### src/rtl/operand_fetch_stage_if.sv
// Bus bundle for the operand fetch stage: decoder issue, register file read,
// writeback snoop and execute handoff. The stage uses 'slave'; its environment uses 'master'.
interface operand_fetch_stage_if #(
  parameter int XLEN = 32,
  parameter int OP_W = 4
);
  logic            id_valid;
  logic            id_ready;
  logic [4:0]      id_rs1;
  logic [4:0]      id_rs2;
  logic [4:0]      id_rd;
  logic            id_rd_we;
  logic [OP_W-1:0] id_op;
  logic [XLEN-1:0] id_imm;

  logic [4:0]      rf_raddr1;
  logic [4:0]      rf_raddr2;
  logic [XLEN-1:0] rf_rdata1;
  logic [XLEN-1:0] rf_rdata2;

  logic            wb_valid;
  logic [4:0]      wb_rd;
  logic [XLEN-1:0] wb_data;

  logic            ex_valid;
  logic            ex_ready;
  logic [OP_W-1:0] ex_op;
  logic [XLEN-1:0] ex_a;
  logic [XLEN-1:0] ex_b;
  logic [XLEN-1:0] ex_imm;
  logic [4:0]      ex_rd;
  logic            ex_rd_we;

  modport slave (
    input  id_valid, id_rs1, id_rs2, id_rd, id_rd_we, id_op, id_imm,
    output id_ready,
    output rf_raddr1, rf_raddr2,
    input  rf_rdata1, rf_rdata2,
    input  wb_valid, wb_rd, wb_data,
    output ex_valid, ex_op, ex_a, ex_b, ex_imm, ex_rd, ex_rd_we,
    input  ex_ready
  );

  modport master (
    output id_valid, id_rs1, id_rs2, id_rd, id_rd_we, id_op, id_imm,
    input  id_ready,
    input  rf_raddr1, rf_raddr2,
    output rf_rdata1, rf_rdata2,
    output wb_valid, wb_rd, wb_data,
    input  ex_valid, ex_op, ex_a, ex_b, ex_imm, ex_rd, ex_rd_we,
    output ex_ready
  );
endinterface

### src/rtl/operand_fetch_stage.sv
// Decode-to-execute stage: operand read with writeback bypass, pending-write
// scoreboard for RAW/WAW stalls, and one registered instruction toward execute.
module operand_fetch_stage #(
  parameter int XLEN = 32,
  parameter int OP_W = 4
) (
  input  logic                  clk,
  input  logic                  reset,
  operand_fetch_stage_if.slave  bus
);

  // One-hot register mask, empty when disabled or when the index is x0.
  function automatic logic [31:0] reg_mask(input logic [4:0] idx, input logic en);
    logic [31:0] m;
    if (en && (idx != 5'd0)) begin
      m = 32'd1 << idx;
    end else begin
      m = 32'd0;
    end
    return m;
  endfunction

  logic [31:0]     pending_q, pending_d;
  logic            ex_valid_q, ex_valid_d;
  logic [OP_W-1:0] ex_op_q, ex_op_d;
  logic [XLEN-1:0] ex_a_q, ex_a_d;
  logic [XLEN-1:0] ex_b_q, ex_b_d;
  logic [XLEN-1:0] ex_imm_q, ex_imm_d;
  logic [4:0]      ex_rd_q, ex_rd_d;
  logic            ex_rd_we_q, ex_rd_we_d;

  logic            wb_hit1_s, wb_hit2_s, wb_hit_rd_s;
  logic            hazard_s, id_ready_s, accept_s;
  logic [XLEN-1:0] opnd1_s, opnd2_s;
  logic            rd_we_s;

  // Hazard detection, handshake and operand selection.
  always_comb begin
    wb_hit1_s   = bus.wb_valid && (bus.wb_rd == bus.id_rs1);
    wb_hit2_s   = bus.wb_valid && (bus.wb_rd == bus.id_rs2);
    wb_hit_rd_s = bus.wb_valid && (bus.wb_rd == bus.id_rd);
    rd_we_s     = bus.id_rd_we && (bus.id_rd != 5'd0);

    // A writeback landing this cycle resolves the hazard it would otherwise cause.
    hazard_s = ((bus.id_rs1 != 5'd0) && pending_q[bus.id_rs1] && !wb_hit1_s) ||
               ((bus.id_rs2 != 5'd0) && pending_q[bus.id_rs2] && !wb_hit2_s) ||
               (rd_we_s && pending_q[bus.id_rd] && !wb_hit_rd_s);

    id_ready_s = !hazard_s && (!ex_valid_q || bus.ex_ready);
    accept_s   = bus.id_valid && id_ready_s;

    if (bus.id_rs1 == 5'd0) begin
      opnd1_s = {XLEN{1'b0}};
    end else if (wb_hit1_s) begin
      opnd1_s = bus.wb_data;
    end else begin
      opnd1_s = bus.rf_rdata1;
    end

    if (bus.id_rs2 == 5'd0) begin
      opnd2_s = {XLEN{1'b0}};
    end else if (wb_hit2_s) begin
      opnd2_s = bus.wb_data;
    end else begin
      opnd2_s = bus.rf_rdata2;
    end
  end

  // Scoreboard next state: set wins over a same-cycle clear.
  always_comb begin
    pending_d = ((pending_q & ~reg_mask(bus.wb_rd, bus.wb_valid)) |
                 reg_mask(bus.id_rd, accept_s && bus.id_rd_we)) & ~32'd1;
  end

  // Output register next state: load on accept, drain on handoff, else hold.
  always_comb begin
    ex_valid_d = ex_valid_q;
    ex_op_d    = ex_op_q;
    ex_a_d     = ex_a_q;
    ex_b_d     = ex_b_q;
    ex_imm_d   = ex_imm_q;
    ex_rd_d    = ex_rd_q;
    ex_rd_we_d = ex_rd_we_q;
    if (accept_s) begin
      ex_valid_d = 1'b1;
      ex_op_d    = bus.id_op;
      ex_a_d     = opnd1_s;
      ex_b_d     = opnd2_s;
      ex_imm_d   = bus.id_imm;
      ex_rd_d    = bus.id_rd;
      ex_rd_we_d = rd_we_s;
    end else if (ex_valid_q && bus.ex_ready) begin
      ex_valid_d = 1'b0;
    end else begin
      ex_valid_d = ex_valid_q;
    end
  end

  // State registers with asynchronous reset.
  always_ff @(posedge clk or posedge reset) begin
    if (reset) begin
      pending_q  <= 32'd0;
      ex_valid_q <= 1'b0;
      ex_op_q    <= {OP_W{1'b0}};
      ex_a_q     <= {XLEN{1'b0}};
      ex_b_q     <= {XLEN{1'b0}};
      ex_imm_q   <= {XLEN{1'b0}};
      ex_rd_q    <= 5'd0;
      ex_rd_we_q <= 1'b0;
    end else begin
      pending_q  <= pending_d;
      ex_valid_q <= ex_valid_d;
      ex_op_q    <= ex_op_d;
      ex_a_q     <= ex_a_d;
      ex_b_q     <= ex_b_d;
      ex_imm_q   <= ex_imm_d;
      ex_rd_q    <= ex_rd_d;
      ex_rd_we_q <= ex_rd_we_d;
    end
  end

  assign bus.id_ready  = id_ready_s;
  assign bus.rf_raddr1 = bus.id_rs1;
  assign bus.rf_raddr2 = bus.id_rs2;
  assign bus.ex_valid  = ex_valid_q;
  assign bus.ex_op     = ex_op_q;
  assign bus.ex_a      = ex_a_q;
  assign bus.ex_b      = ex_b_q;
  assign bus.ex_imm    = ex_imm_q;
  assign bus.ex_rd     = ex_rd_q;
  assign bus.ex_rd_we  = ex_rd_we_q;

endmodule

### src/flat_wrapper.sv
// flat-port wrapper written by rule: the top's interface ports become plain ports
module operand_fetch_stage_flat 
#(
  parameter int XLEN = 32,
  parameter int OP_W = 4
)
  (clk, reset, bus_id_valid, bus_id_rs1, bus_id_rs2, bus_id_rd, bus_id_rd_we, bus_id_op, bus_id_imm, bus_id_ready, bus_rf_raddr1, bus_rf_raddr2, bus_rf_rdata1, bus_rf_rdata2, bus_wb_valid, bus_wb_rd, bus_wb_data, bus_ex_valid, bus_ex_op, bus_ex_a, bus_ex_b, bus_ex_imm, bus_ex_rd, bus_ex_rd_we, bus_ex_ready);
  operand_fetch_stage_if #(.XLEN(XLEN), .OP_W(OP_W)) bus_i ();
  input  logic clk;
  input  logic reset;
  input wire logic [$bits(bus_i.id_valid)-1:0] bus_id_valid;
  input wire logic [$bits(bus_i.id_rs1)-1:0] bus_id_rs1;
  input wire logic [$bits(bus_i.id_rs2)-1:0] bus_id_rs2;
  input wire logic [$bits(bus_i.id_rd)-1:0] bus_id_rd;
  input wire logic [$bits(bus_i.id_rd_we)-1:0] bus_id_rd_we;
  input wire logic [$bits(bus_i.id_op)-1:0] bus_id_op;
  input wire logic [$bits(bus_i.id_imm)-1:0] bus_id_imm;
  output wire logic [$bits(bus_i.id_ready)-1:0] bus_id_ready;
  output wire logic [$bits(bus_i.rf_raddr1)-1:0] bus_rf_raddr1;
  output wire logic [$bits(bus_i.rf_raddr2)-1:0] bus_rf_raddr2;
  input wire logic [$bits(bus_i.rf_rdata1)-1:0] bus_rf_rdata1;
  input wire logic [$bits(bus_i.rf_rdata2)-1:0] bus_rf_rdata2;
  input wire logic [$bits(bus_i.wb_valid)-1:0] bus_wb_valid;
  input wire logic [$bits(bus_i.wb_rd)-1:0] bus_wb_rd;
  input wire logic [$bits(bus_i.wb_data)-1:0] bus_wb_data;
  output wire logic [$bits(bus_i.ex_valid)-1:0] bus_ex_valid;
  output wire logic [$bits(bus_i.ex_op)-1:0] bus_ex_op;
  output wire logic [$bits(bus_i.ex_a)-1:0] bus_ex_a;
  output wire logic [$bits(bus_i.ex_b)-1:0] bus_ex_b;
  output wire logic [$bits(bus_i.ex_imm)-1:0] bus_ex_imm;
  output wire logic [$bits(bus_i.ex_rd)-1:0] bus_ex_rd;
  output wire logic [$bits(bus_i.ex_rd_we)-1:0] bus_ex_rd_we;
  input wire logic [$bits(bus_i.ex_ready)-1:0] bus_ex_ready;
  assign bus_i.id_valid = bus_id_valid;
  assign bus_i.id_rs1 = bus_id_rs1;
  assign bus_i.id_rs2 = bus_id_rs2;
  assign bus_i.id_rd = bus_id_rd;
  assign bus_i.id_rd_we = bus_id_rd_we;
  assign bus_i.id_op = bus_id_op;
  assign bus_i.id_imm = bus_id_imm;
  assign bus_id_ready = bus_i.id_ready;
  assign bus_rf_raddr1 = bus_i.rf_raddr1;
  assign bus_rf_raddr2 = bus_i.rf_raddr2;
  assign bus_i.rf_rdata1 = bus_rf_rdata1;
  assign bus_i.rf_rdata2 = bus_rf_rdata2;
  assign bus_i.wb_valid = bus_wb_valid;
  assign bus_i.wb_rd = bus_wb_rd;
  assign bus_i.wb_data = bus_wb_data;
  assign bus_ex_valid = bus_i.ex_valid;
  assign bus_ex_op = bus_i.ex_op;
  assign bus_ex_a = bus_i.ex_a;
  assign bus_ex_b = bus_i.ex_b;
  assign bus_ex_imm = bus_i.ex_imm;
  assign bus_ex_rd = bus_i.ex_rd;
  assign bus_ex_rd_we = bus_i.ex_rd_we;
  assign bus_i.ex_ready = bus_ex_ready;
  operand_fetch_stage #(.XLEN(XLEN), .OP_W(OP_W)) u_core (.clk(clk), .reset(reset), .bus(bus_i));
endmodule
### config.mk
export PLATFORM = sky130hd
export DESIGN_NAME = operand_fetch_stage_flat
export DESIGN_NICKNAME = d
export VERILOG_FILES = /design/src/rtl/operand_fetch_stage_if.sv /design/src/rtl/operand_fetch_stage.sv /design/src/flat_wrapper.sv
export SDC_FILE = /design/constraint.sdc
export NUM_CORES = 1
export LEC_CHECK = 0
export BUFFER_PORTS_ARGS = -buffer_cell sky130_fd_sc_hd__buf_2
export CORE_MARGIN = 4
export CORE_UTILIZATION = 40
export DETAILED_ROUTE_END_ITERATION = 7
export GPL_TIMING_DRIVEN = 1
export PLACE_DENSITY = 0.75
export SYNTH_ARGS = -nofsm -noshare
export SYNTH_HDL_FRONTEND = slang
export SYNTH_SLANG_ARGS = --single-unit
### constraint.sdc
create_clock -name clk -period 9.9 [get_ports clk]
set_input_delay 2.97 -clock clk [delete_from_list [all_inputs] [get_ports clk]]
set_output_delay 2.97 -clock clk [all_outputs]
set_load 0.01 [all_outputs]
# Word level (Yosys, flattened, before mapping)

Index checks and enable logic that the tools add are counted.

Register bits after elaboration: 138

Reduce and logical (&&, ||, !) cells: 31
Equal/unequal tests: 3
Order comparisons: 3
Shift operators: 2
Bitwise gates (word level): 3
Multiplexer cells: 14

Operators by type and width:

| kind                                                                  | count |
|---|---|
| 32-bit 2-to-1 mux                                                     | 6 |
| 1-bit by 5-bit left shift with 32-bit output (first input constant)   | 2 |
| 32-bit AND                                                            | 1 |
| 32-bit inverter                                                       | 1 |
| 32-bit bitwise OR                                                     | 1 |
| 5-bit nonzero test                                                    | 4 |
| 5-bit by 6-bit < comparator with 1-bit output (second input constant) | 3 |
| 1-bit logical AND                                                     | 16 |
| 1-bit binary-select mux with 5-bit select                             | 3 |
| 5-bit equality test                                                   | 3 |
| 5-bit logical NOT                                                     | 2 |
| 1-bit logical NOT                                                     | 5 |
| 1-bit 2-to-1 mux                                                      | 5 |
| 1-bit logical OR                                                      | 3 |
| 2-bit nonzero test                                                    | 1 |

# Longest topological paths before layout

Gate-level depths: netlist (run 1).

Word-level depth: 13
Mapped depth: 11

# Worst setup path before layout (run 1)

No wires, ideal clock.

Path type: input to output
Start point: input bus_id_rd[1]
End point: output bus_id_ready
Path buffers: 1
Setup slack: 2.520 ns
Data required time: 6.930 ns
Arrival time: 4.410 ns
Cell stages on the path: 7
Cell sequence: buf_2 mux4_2 o22ai_1 o22ai_1 a221oi_2 o22ai_1 nor2_1

Word-level cells in the longest chain between the ends: 7
Elaborated cells between the ends (all ways): 12

Ends and longest elaborated chain:

| element                                                                 | RTL line                  | RTL |
|---|---|---|
| start, declared                                                         | flat_wrapper.sv:14        | `input wire logic [$bits(bus_i.id_rd)-1:0] bus_id_rd;` |
| 1-bit binary-select mux with 5-bit select, or another cell as far along | operand_fetch_stage.sv:47 | `(rd_we_s && pending_q[bus.id_rd] && !wb_hit_rd_s);` |
| 1-bit 2-to-1 mux (implied by the code), or another cell as far along    | operand_fetch_stage.sv:47 |  |
| 1-bit logical AND / 1-bit logical NOT (equally long branches)           | operand_fetch_stage.sv:47 |  |
| 1-bit logical AND (*)                                                   | operand_fetch_stage.sv:47 |  |
| 1-bit logical OR (*)                                                    | operand_fetch_stage.sv:46 | `((bus.id_rs2 != 5'd0) && pending_q[bus.id_rs2] && !wb_hit2_s) \|\|` |
| 1-bit logical NOT (*)                                                   | operand_fetch_stage.sv:49 | `id_ready_s = !hazard_s && (!ex_valid_q \|\| bus.ex_ready);` |
| 1-bit logical AND (*)                                                   | operand_fetch_stage.sv:49 |  |
| end, declared                                                           | flat_wrapper.sv:18        | `output wire logic [$bits(bus_i.id_ready)-1:0] bus_id_ready;` |

Mark *: on every way between the ends. The rest lies on a longest branch, timed or not. The select of a mux whose other input is x is not followed.

# Worst setup path in the final report (run 1)

Start point: input bus_id_rs2[1]
End point: output bus_id_ready

Word-level cells in the longest chain between the ends: 8
Elaborated cells between the ends (all ways): 12

Ends and longest elaborated chain:

| element                                                                                 | RTL line                                             | RTL |
|---|---|---|
| start, declared                                                                         | flat_wrapper.sv:13                                   | `input wire logic [$bits(bus_i.id_rs2)-1:0] bus_id_rs2;` |
| 1-bit binary-select mux with 5-bit select / 5-bit equality test (equally long branches) | operand_fetch_stage.sv:46, operand_fetch_stage.sv:40 |  |
| 1-bit 2-to-1 mux (implied by the code) / 1-bit logical AND (equally long branches)      | operand_fetch_stage.sv:46, operand_fetch_stage.sv:40 |  |
| 1-bit logical AND / 1-bit logical NOT (equally long branches)                           | operand_fetch_stage.sv:46                            |  |
| 1-bit logical AND (*)                                                                   | operand_fetch_stage.sv:46                            |  |
| 1-bit logical OR (*)                                                                    | operand_fetch_stage.sv:45                            | `hazard_s = ((bus.id_rs1 != 5'd0) && pending_q[bus.id_rs1] && !wb_hit1_s) \|\|` |
| 1-bit logical OR (*)                                                                    | operand_fetch_stage.sv:46                            |  |
| 1-bit logical NOT (*)                                                                   | operand_fetch_stage.sv:49                            |  |
| 1-bit logical AND (*)                                                                   | operand_fetch_stage.sv:49                            |  |

Marked as above.

==> results of run 1 <==
## area by class of cell
cell class / instances / area [sq um]
clock inverter: 15 / 153.9
timing repair buffer: 280 / 1414
fill: 1572 / 8668
multi-input combinational: 398 / 3587
antenna: 2 / 5.005
inverter: 7 / 31.28
sequential: 138 / 3453
clock buffer: 17 / 425.4
tap: 229 / 286.5
## synth_stat cells, types with 2 or more instances
| library cell | number | area, sq um |
|---|---|---|
| nand4b_1 | 3 | 26.28 |
| a221oi_1 | 2 | 17.52 |
| o21bai_1 | 2 | 15.01 |
| o22ai_1 | 5 | 31.28 |
| mux2i_1 | 9 | 90.09 |
| inv_1 | 7 | 26.28 |
| nand3_1 | 8 | 40.04 |
| mux2_1 | 96 | 1081 |
| buf_2 | 11 | 55.05 |
| or3_1 | 4 | 25.02 |
| a22o_1 | 72 | 630.6 |
| o31ai_1 | 2 | 15.01 |
| a211oi_1 | 2 | 15.01 |
| nand3b_1 | 5 | 37.54 |
| clkbuf_1 | 23 | 86.33 |
| nand4_1 | 5 | 31.28 |
| a21bo_1 | 15 | 150.1 |
| nand2b_1 | 12 | 75.07 |
| o21ai_0 | 25 | 125.1 |
| a21bo_2 | 8 | 80.08 |
| dfrtp_1 | 138 | 3453 |
| mux2_2 | 16 | 180.2 |
| xnor2_1 | 3 | 26.28 |
| buf_4 | 22 | 165.2 |
| mux4_2 | 18 | 405.4 |
| nor2b_1 | 5 | 31.28 |
| xor2_1 | 12 | 105.1 |
| nor4_1 | 3 | 18.77 |
| or4_1 | 2 | 15.01 |
| nand2_1 | 12 | 45.04 |
| nor2_1 | 42 | 157.7 |
## state kept, by name, summed over array words and instances, names as in the netlist
name / cells
u_core.bus.ex_op: 4
u_core.bus.ex_a: 32
u_core.bus.ex_b: 32
u_core.bus.ex_rd: 5
u_core.bus.ex_rd_we: 1
u_core.bus.ex_imm: 32
u_core.pending_q: 31
u_core.bus.ex_valid: 1
## path summary, 6_finish.rpt
path	depth (start not counted)	from	slack, ps	endpoint
min in group asynchronous	2	reset	2660	u_core.bus.ex_imm[4]$_DFFE_PP0P_
max in group asynchronous	3	reset	5920	u_core.pending_q[27]$_DFF_PP0_
worst min-delay path	1	u_core.bus.ex_imm[31]$_DFFE_PP0P_	480	u_core.bus.ex_imm[31]$_DFFE_PP0P_
worst min register to register	1	u_core.bus.ex_imm[31]$_DFFE_PP0P_	480	u_core.bus.ex_imm[31]$_DFFE_PP0P_
worst max register to register	8	u_core.pending_q[25]$_DFF_PP0_	6670	u_core.bus.ex_imm[9]$_DFFE_PP0P_
worst max-delay path	8	bus_id_rs2[1]	1650	bus_id_ready
## where the power goes
| group | internal (mW) | switching, mW | total [mW] |
|---|---|---|---|
| logic | 0.266 | 0.278 | 0.545 |
| registers | 0.720 | 0.0848 | 0.805 |
| clock network | 0.357 | 0.275 | 0.632 |
## kinds of logic after synthesis
logic type,count (synthesis)
buffers and inverters,65
xor gates and xnor gates,15
muxes,139
and+or+nand+nor,105
AOI/OAI and AO/OA,139
DFF,138
## critical path, stage by stage
cell and delay (ps):
buf_2 330, xor2_1 110, nor4_1 540, a31oi_4 490, o2111ai_1 260, o21ai_1 150, nor2_1 220, buf_2 170
## per-layer routing
| layer | global-route usage | routed length (um) |
|---|---|---|
| met5 | 0 | 0 |
| met4 | 0.08176 | 565 |
| met3 | 0.04126 | 1829 |
| met2 | 0.3684 | 11580 |
| met1 | 0.2570 | 8369 |
==> results.md, run 1 <==
- Post-synthesis cell area: between 7000 and 8000 sq um
- Cell count after synthesis: 601
- Post-synthesis simple-gate area fraction: 0.07251
- Fmax: 0.1212 GHz
- Post-CTS Setup Bufs: 0
- Top Ports: roughly 280
- Worst Setup Path Type: input port to output port
- Number of max-cap violations: 0
- Commonest non-fill, non-tap cell in the layout: buf_2
- Initial Util: 0.4078
- Clk sinks: 138
- Distinct cell type count after synthesis: 43
- Via-to-Cell Ratio: 5.563
- CP Max Fanout: 33
- Area after DPL: 8772 sq um
- Worst Hold Class: flip-flop to flip-flop
- Final Max Slew Viols: 0
- CTS tree: done
- Final Worst Setup Slack: 1647 ps
- Post-CTS Resized: 0
- Pwr dens: 211.8 nW/um^2
- Multiplexer share of the synthesized area: 0.2390
- Power consumption: 1.982 mW
- H-tree Lvls: 4
- DIE WIDTH: approximately 140 um
- P&R area growth vs syn: 27.29%
- CP Data Required Time: just under 7000 ps
- Post-synthesis compound-gate area fraction: 0.1535
- P_leak: around 4.5 nW
- Post-layout min period: 8253 ps
- Main combinational cell family by area after synthesis: multiplexers
- Hpwl dp: 16.49 mm
- Clk Tree Root Cell: clkbuf_16
- Fraction of registers with async set/reset: 1.000
- Main synth FF type: dfrtp_1
- Core area: 18,020 sq um
- Final Non-Filler Cells: 1,086
- Syn_nets: ~760
- Final Hold Vio Count: 0
- Yosys Warn Count: 0
- Worst-skew pair later-pin latency: 410 ps
- Initial DRC count: 370
- DR DRC count: 0
- Count of hold-fix buffers inserted at cts: 0
- Vias in the first global route: 6,187
- Placer Congestion: about 0.93
- PortBufs: 275
- Die Ht: 143.6 um
- EDFF count, synth: 0
- Setup tns final: 0 ps
- DR vias: 6,041
- Critical Path Start Type: input port
- CTS clk-pin slew, worst paths: roughly 60 ps
- Total routed wirelength: approximately 22 mm
- Util after Layout: 0.5191
- Synthesis-stage register bit count: 138
- Overflow after GRT: 0
- Fraction of layout cells with a size suffix above 1: 0.4234
- Count of final setup violators: 0
- Clock buffer count from CTS: 17
- Final instance area: 9356 sq um
- Pre-CTS setup slack: 1632 ps
- Hold slack: 479.8 ps
- Post-DRT Antenna Nets: 0
- First-pass GRT wire length: 33.94 mm
- Worst slew margin relative to its limit: 0.2749
- Sequential area share after synthesis: 0.4698
- DP Cell Count: between 1,000 and 1,500
- Drt first pass iters: 5
- Initial antenna violation count: 2
- Die Area: 20,610 sq um
- Status: complete, no violations
- RSZ-0062 raised after global routing: no
- Most frequent cells in the layout: buf_2 (275), dfrtp_1 (138), mux2_1 (96)
- Slew @ Worst Pin: about 1100 ps
- Nets: 1,000
- Total GRT Usage: 0.2107
- Synthesized area per cell: 12.23 sq um
- Peak VDD IR: 0.1293 mV
- Crit. End Element: output port
- Routed length per placed instance: 20.57 um
- Adder-Cell Fraction of Synth Area: 0
- Largest net degree at the start of global routing: 77
- CP arrival: 5280 ps
- CTS max path bufs: 2
- Fin Clk Skew: approximately 10 ps
- Post-synthesis xor/xnor area fraction: 0.01787
- Tcrit/Tclk final: 0.8336
- Row count: 49
(Power assumes the default switching activity.)
==> inputs of run 2 (changes only) <==
PLACE_DENSITY = 0.78   (was 0.75)
clock period = 6.7 ns   (was 9.9 ns; I/O delays follow)
==> run 2 against run 1 <==
Net effect: via count fell by 0.12%; first-iteration DRC count rose by 27%; clock power rose by 48%; non-clock buffer count rose by 1.
==> results.md, run 2 (synthesized netlist as in run 1, its figures left out) <==
- Critical Path Start Type: input port
- RSZ-0062 raised after global routing: no
- Total routed wirelength: 22.18 mm (-0.72%)
- Fraction of layout cells with a size suffix above 1: 0.4217 (-0.001663)
- Die Ht: 143.6 um (unchanged)
- Commonest non-fill, non-tap cell in the layout: buf_2
- Setup tns final: 0 ps (unchanged)
- Tcrit/Tclk final: 0.8873
- CTS clk-pin slew, worst paths: 60 ps (about the same)
- CP Data Required Time: 4690 ps (-2240 ps)
- Crit. End Element: output port
- Hpwl dp: 16.16 mm (-2.0%)
- Clk Tree Root Cell: clkbuf_16
- Final Max Slew Viols: 0 (unchanged)
- Largest net degree at the start of global routing: 139 (+81%)
- CP arrival: 3940 ps (-1340 ps)
- Worst path bufs/invs: 2 (unchanged)
- Via-to-Cell Ratio: 5.556 (-0.12%)
- Post-CTS Setup Bufs: 0 (unchanged)
- Post-layout min period: 5945 ps
- Slew @ Worst Pin: 874.3 ps (-213.3 ps)
- DR vias: 6,034 (-0.12%)
- Post-CTS Resized: 0 (unchanged)
- Pwr dens: 312.9 nW/um^2 (+48%)
- Final Hold Vio Count: 0 (unchanged)
- Delay-heaviest family, CP: compound AO/OA/AOI/OAI gates
- Row count: 49 (unchanged)
- Crit path cell chain: buf_2, mux2_2, o31ai_1, o22ai_1, a221oi_2, o22ai_1, nor2_1, buf_2
- Fmax: about 0.17 GHz
- Clock buffer count from CTS: 17 (unchanged)
- Final instance area: 9374 sq um (+0.19%)
- Initial antenna violation count: 1 (-1)
- Vias in the first global route: 6,011 (-2.8%)
- Overflow after GRT: 0 (unchanged)
- Nets: 1,001 (+0.10%)
- Area after DPL: 8785 sq um (+0.14%)
- Fin Clk Skew: 12.45 ps (+2.171 ps)
- Initial Util: 0.4078 (unchanged)
- First-pass GRT wire length: 33.20 mm (-2.2%)
- DR DRC count: 0 (unchanged)
- CP Max Fanout: 19 (-42%)
- Worst Hold Class: flip-flop to flip-flop
- Number of max-cap violations: 0 (unchanged)
- Slowest CP cell: mux2_2
- Core area: 18,020 sq um (unchanged)
- Number of fill cells: 1,581 (+0.57%)
- Routed length per placed instance: 20.42 um (-0.72%)
- PortBufs: 275 (unchanged)
- Drt first pass iters: 6 (+1)
- P_leak: 4.478 nW (+0.13%)
- Peak VDD IR: 0.1743 mV (+35%)
- Placer Congestion: 0.9434 (+1.8%)
- Worst slew margin relative to its limit: 0.4171 (+0.1422)
- Clk sinks: 138 (unchanged)
- P&R area growth vs syn: 27.52%
- Initial DRC count: 471 (+27%)
- Most frequent cells in the layout: buf_2 (275), dfrtp_1 (138), mux2_1 (96)
- Crit-path max cell delay: 400 ps (-140 ps)
- Count of hold-fix buffers inserted at cts: 0 (unchanged)
- Count of final setup violators: 0 (unchanged)
- Total GRT Usage: 0.2073 (-0.003478)
- CTS tree: done
- DIE WIDTH: 143.6 um (unchanged)
- Die Area: 20,610 sq um (unchanged)
- H-tree Lvls: 4 (unchanged)
- Worst Setup Path Type: input port to output port
- Worst-skew pair later-pin latency: 420 ps (about the same)
- Top Ports: 276 (unchanged)
- Status: complete, no violations
- CTS max path bufs: 2 (unchanged)
- Post-DRT Antenna Nets: 0 (unchanged)
-- run 2: power breakdown --
group	internal (mW)	total, mW	switching [mW]
Clock	0.563	0.936	0.373
Sequential	1.06	1.19	0.128
Combinational	0.394	0.805	0.411
Total	2.02	2.93	0.911
-- run 2: path summary, 6_finish.rpt --
kind                                                  from                               end  slack [ps]  depth (start not counted)
setup / recovery                              bus_id_rd[1]                      bus_id_ready         750                          8
hold / removal             u_core.bus.ex_b[15]$_DFFE_PP0P_   u_core.bus.ex_b[15]$_DFFE_PP0P_         480                          1
setup reg to reg            u_core.pending_q[31]$_DFF_PP0_   u_core.bus.ex_b[27]$_DFFE_PP0P_        3700                          8
hold reg to reg            u_core.bus.ex_b[15]$_DFFE_PP0P_   u_core.bus.ex_b[15]$_DFFE_PP0P_         480                          1
max in group asynchronous                            reset    u_core.pending_q[16]$_DFF_PP0_        3750                          3
min in group asynchronous                            reset  u_core.bus.ex_imm[5]$_DFFE_PP0P_        1760                          2
-- run 2: layer usage --
layer / share of wire / up-vias / routed length, um / GRT usage
met4: 0.024 / 2 / 528 / 0.07532
li1: - / 2710 / - / -
met2: 0.52 / 307 / 11500 / 0.3697
met3: 0.085 / 55 / 1875 / 0.04559
met5: 0.00032 / - / 7 / 0
met1: 0.37 / 2960 / 8269 / 0.2455
-- run 2: worst reg2reg max path, cell delays in order, from the launching register on --
cell	delay, ps
dfrtp_1	450
mux4_2	490
o22ai_1	160
o22ai_1	120
a221oi_2	240
o22ai_1	180
nor3_4	180
buf_12	570
mux2_1	490
-- run 2: cell type report --
cell class                      count  area (sq um)  share of cell area
Timing Repair Buffer              281          1434              0.1530
Inverter                            7         31.28            0.003337
Clock buffer                       20         446.7             0.04765
Multi-Input combinational cell    398          3580              0.3819
Sequential cell                   138          3453              0.3684
Antenna cell                        1         2.502           0.0002670
Clock inverter                     12         140.1             0.01495
Tap cell                          229         286.5             0.03057
-- run 2: stage by stage --
| step | total power [mW] | std cells | hold WS (ps) | util | worst slack (ps) |
|---|---|---|---|---|---|
| floorplan | 1.640 | 601 | 503.3 | - | 993.8 |
| global placement | 1.989 | 1053 | 461.4 | 0.4874 | 757.2 |
| detailed placement | 2.020 | 1053 | 469.2 | 0.4874 | 736.4 |
| CTS | 2.963 | 1085 | 482.1 | 0.5199 | 726.1 |
| global route | 3.092 | 1085 | 487.4 | 0.5199 | 593.1 |
| finish | 2.933 | 1086 | 478.7 | 0.5201 | 755.0 |
==> inputs of run 3 (changes only) <==
MAX_ROUTING_LAYER = met4   (was unset)
==> run 3 against run 2 <==
Net effect: final cell count did not move; highest routed layer is now met4; power rose by 1.4%; sequential share of layout area fell by 0.093 points; worst hold slack got worse by 1.6 ps; clock power rose by 4.1%; critical path type unchanged; cell area rose by 0.25%; non-clock buffer count did not move; count of clock-buffer cells in the layout fell by 1; register-to-register slack barely moved; first-iteration DRC count fell by 4.2%.
==> results.md, run 3 (synthesized netlist as in run 1, its figures left out) <==
- Status: complete, no violations
- PortBufs: 275 (unchanged)
- Delay-heaviest family, CP: compound AO/OA/AOI/OAI gates
- CP Max Fanout: 19 (unchanged)
- Largest net degree at the start of global routing: 139 (unchanged)
- Crit-path max cell delay: 560 ps (+160 ps)
- Fmax: 0.1681 GHz (about the same)
- P&R area growth vs syn: 27.85%
- Overflow after GRT: 0 (unchanged)
- Die Ht: 143.6 um (unchanged)
- M3 GR Usage: 0.04393 (-0.001664)
- Met1 usage in global routing: 0.2524 (+0.006899)
- Die Area: 20,610 sq um (unchanged)
- Initial Util: 0.4078 (unchanged)
- Post-DRT Antenna Nets: 0 (unchanged)
- CTS max path bufs: 2 (unchanged)
- Slowest CP cell: mux4_2
- Post-CTS Resized: 0 (unchanged)
- Setup tns final: 0 ps (unchanged)
- Drt first pass iters: 5 (-1)
- Worst Setup Path Type: input port to output port
- CTS tree: done
- Via-to-Cell Ratio: 5.605 (+0.88%)
- DR vias: 6,087 (+0.88%)
- Most Crowded Layer GR: met2
- Clk Tree Root Cell: clkbuf_16
- Hpwl dp: 16.31 mm (+0.96%)
- Total routed wirelength: 22.34 mm (+0.73%)
- Fin Clk Skew: 9.591 ps (-2.856 ps)
- CTS clk-pin slew, worst paths: 60 ps (about the same)
- Clk sinks: 138 (unchanged)
- Most frequent cells in the layout: buf_2 (275), dfrtp_1 (138), mux2_1 (96)
- Crit. End Element: output port
- Critical Path Start Type: input port
- Core area: 18,020 sq um (unchanged)
- Met2 Use GR: 0.3662 (-0.003446)
- Tcrit/Tclk final: 0.8880 (about the same)
- Peak VDD IR: 0.1755 mV (+0.68%)
- Fraction of layout cells with a size suffix above 1: 0.4222 (+0.0004933)
- Worst slew margin relative to its limit: 0.4543 (+0.03721)
- Final Max Slew Viols: 0 (unchanged)
- Worst-skew pair later-pin latency: 410 ps (about the same)
- Count of hold-fix buffers inserted at cts: 0 (unchanged)
- CP Data Required Time: 4690 ps (about the same)
- Vias in the first global route: 6,241 (+3.8%)
- Initial antenna violation count: 2 (+1)
- CP arrival: 3940 ps (about the same)
- Count of final setup violators: 0 (unchanged)
- Worst path bufs/invs: 2 (unchanged)
- DIE WIDTH: 143.6 um (unchanged)
- Placer Congestion: 0.9626 (+2.0%)
- Initial DRC count: 451 (-4.2%)
- First-pass GRT wire length: 33.70 mm (+1.5%)
- Final Hold Vio Count: 0 (unchanged)
- Pwr dens: 316.5 nW/um^2 (+1.1%)
- Row count: 49 (unchanged)
- Nets: 1,001 (unchanged)
- Clock buffer count from CTS: 17 (unchanged)
- Util after Layout: 0.5214 (+0.001319)
- Number of max-cap violations: 0 (unchanged)
- Commonest non-fill, non-tap cell in the layout: buf_2
- DR DRC count: 0 (unchanged)
- Worst Hold Class: flip-flop to flip-flop
- Top Ports: 276 (unchanged)
- Total GRT Usage: 0.2170 (+0.009717)
- Number of fill cells: 1,591 (+0.63%)
- H-tree Lvls: 4 (unchanged)
- Slew @ Worst Pin: 818.5 ps (-55.81 ps)
- RSZ-0062 raised after global routing: no
- P_leak: 4.487 nW (+0.21%)
- Critical Path Most Common Cell: o22ai_1
- Post-CTS Setup Bufs: 0 (unchanged)
- Crit path cell chain: buf_2, mux4_2, o22ai_1, o22ai_1, a221oi_2, o22ai_1, nor2_1, buf_2
- Routed length per placed instance: 20.57 um (+0.73%)
- Post-layout min period: 5950 ps (+4.551 ps)
[run 3: cell type report]
type | count | area (sq um) | area share
Antenna cell | 2 | 5.005 | 0.0005326
Timing Repair Buffer | 281 | 1434 | 0.1526
Clock buffer | 19 | 442.9 | 0.04713
Inverter | 7 | 31.28 | 0.003328
Sequential cell | 138 | 3453 | 0.3675
Multi-Input combinational cell | 398 | 3580 | 0.3809
Tap cell | 229 | 286.5 | 0.03049
Clock inverter | 12 | 165.2 | 0.01757
[run 3: through the flow]
stage	hold slack [ps]	area, sq um	power [mW]	cells	setup WS, ps
after floorplan	503.3	7351	1.640	601	993.8
after global placement	462.1	8785	1.989	1053	756.7
after detailed placement	469.1	8785	2.025	1053	749.0
after CTS	481.9	9393	3.009	1084	737.8
after global routing	492.8	9398	3.131	1086	631.5
final	477.1	9398	2.974	1086	750.4
[run 3: worst paths after layout]
| check | startpoint | to | slack, ps | cells after the start |
|---|---|---|---|---|
| min | u_core.bus.ex_b[21]$_DFFE_PP0P_ | u_core.bus.ex_b[21]$_DFFE_PP0P_ | 480 | 1 |
| min reg2reg | u_core.bus.ex_b[21]$_DFFE_PP0P_ | u_core.bus.ex_b[21]$_DFFE_PP0P_ | 480 | 1 |
| max reg2reg | u_core.pending_q[31]$_DFF_PP0_ | u_core.bus.ex_imm[1]$_DFFE_PP0P_ | 3690 | 8 |
| min in group asynchronous | reset | u_core.bus.ex_imm[7]$_DFFE_PP0P_ | 1760 | 2 |
| max in group asynchronous | reset | u_core.pending_q[8]$_DFF_PP0_ | 3720 | 3 |
| max | bus_id_rd[1] | bus_id_ready | 750 | 8 |
[run 3: metal layers]
layer	up-vias	share of wire
met4	0	0.035
met5	-	0
li1	2718	-
met3	63	0.085
met2	304	0.52
met1	3002	0.36
[run 3: report_power, final]
group	switching, mW	internal (mW)
registers	0.128	1.06
logic	0.413	0.394
clock network	0.374	0.600
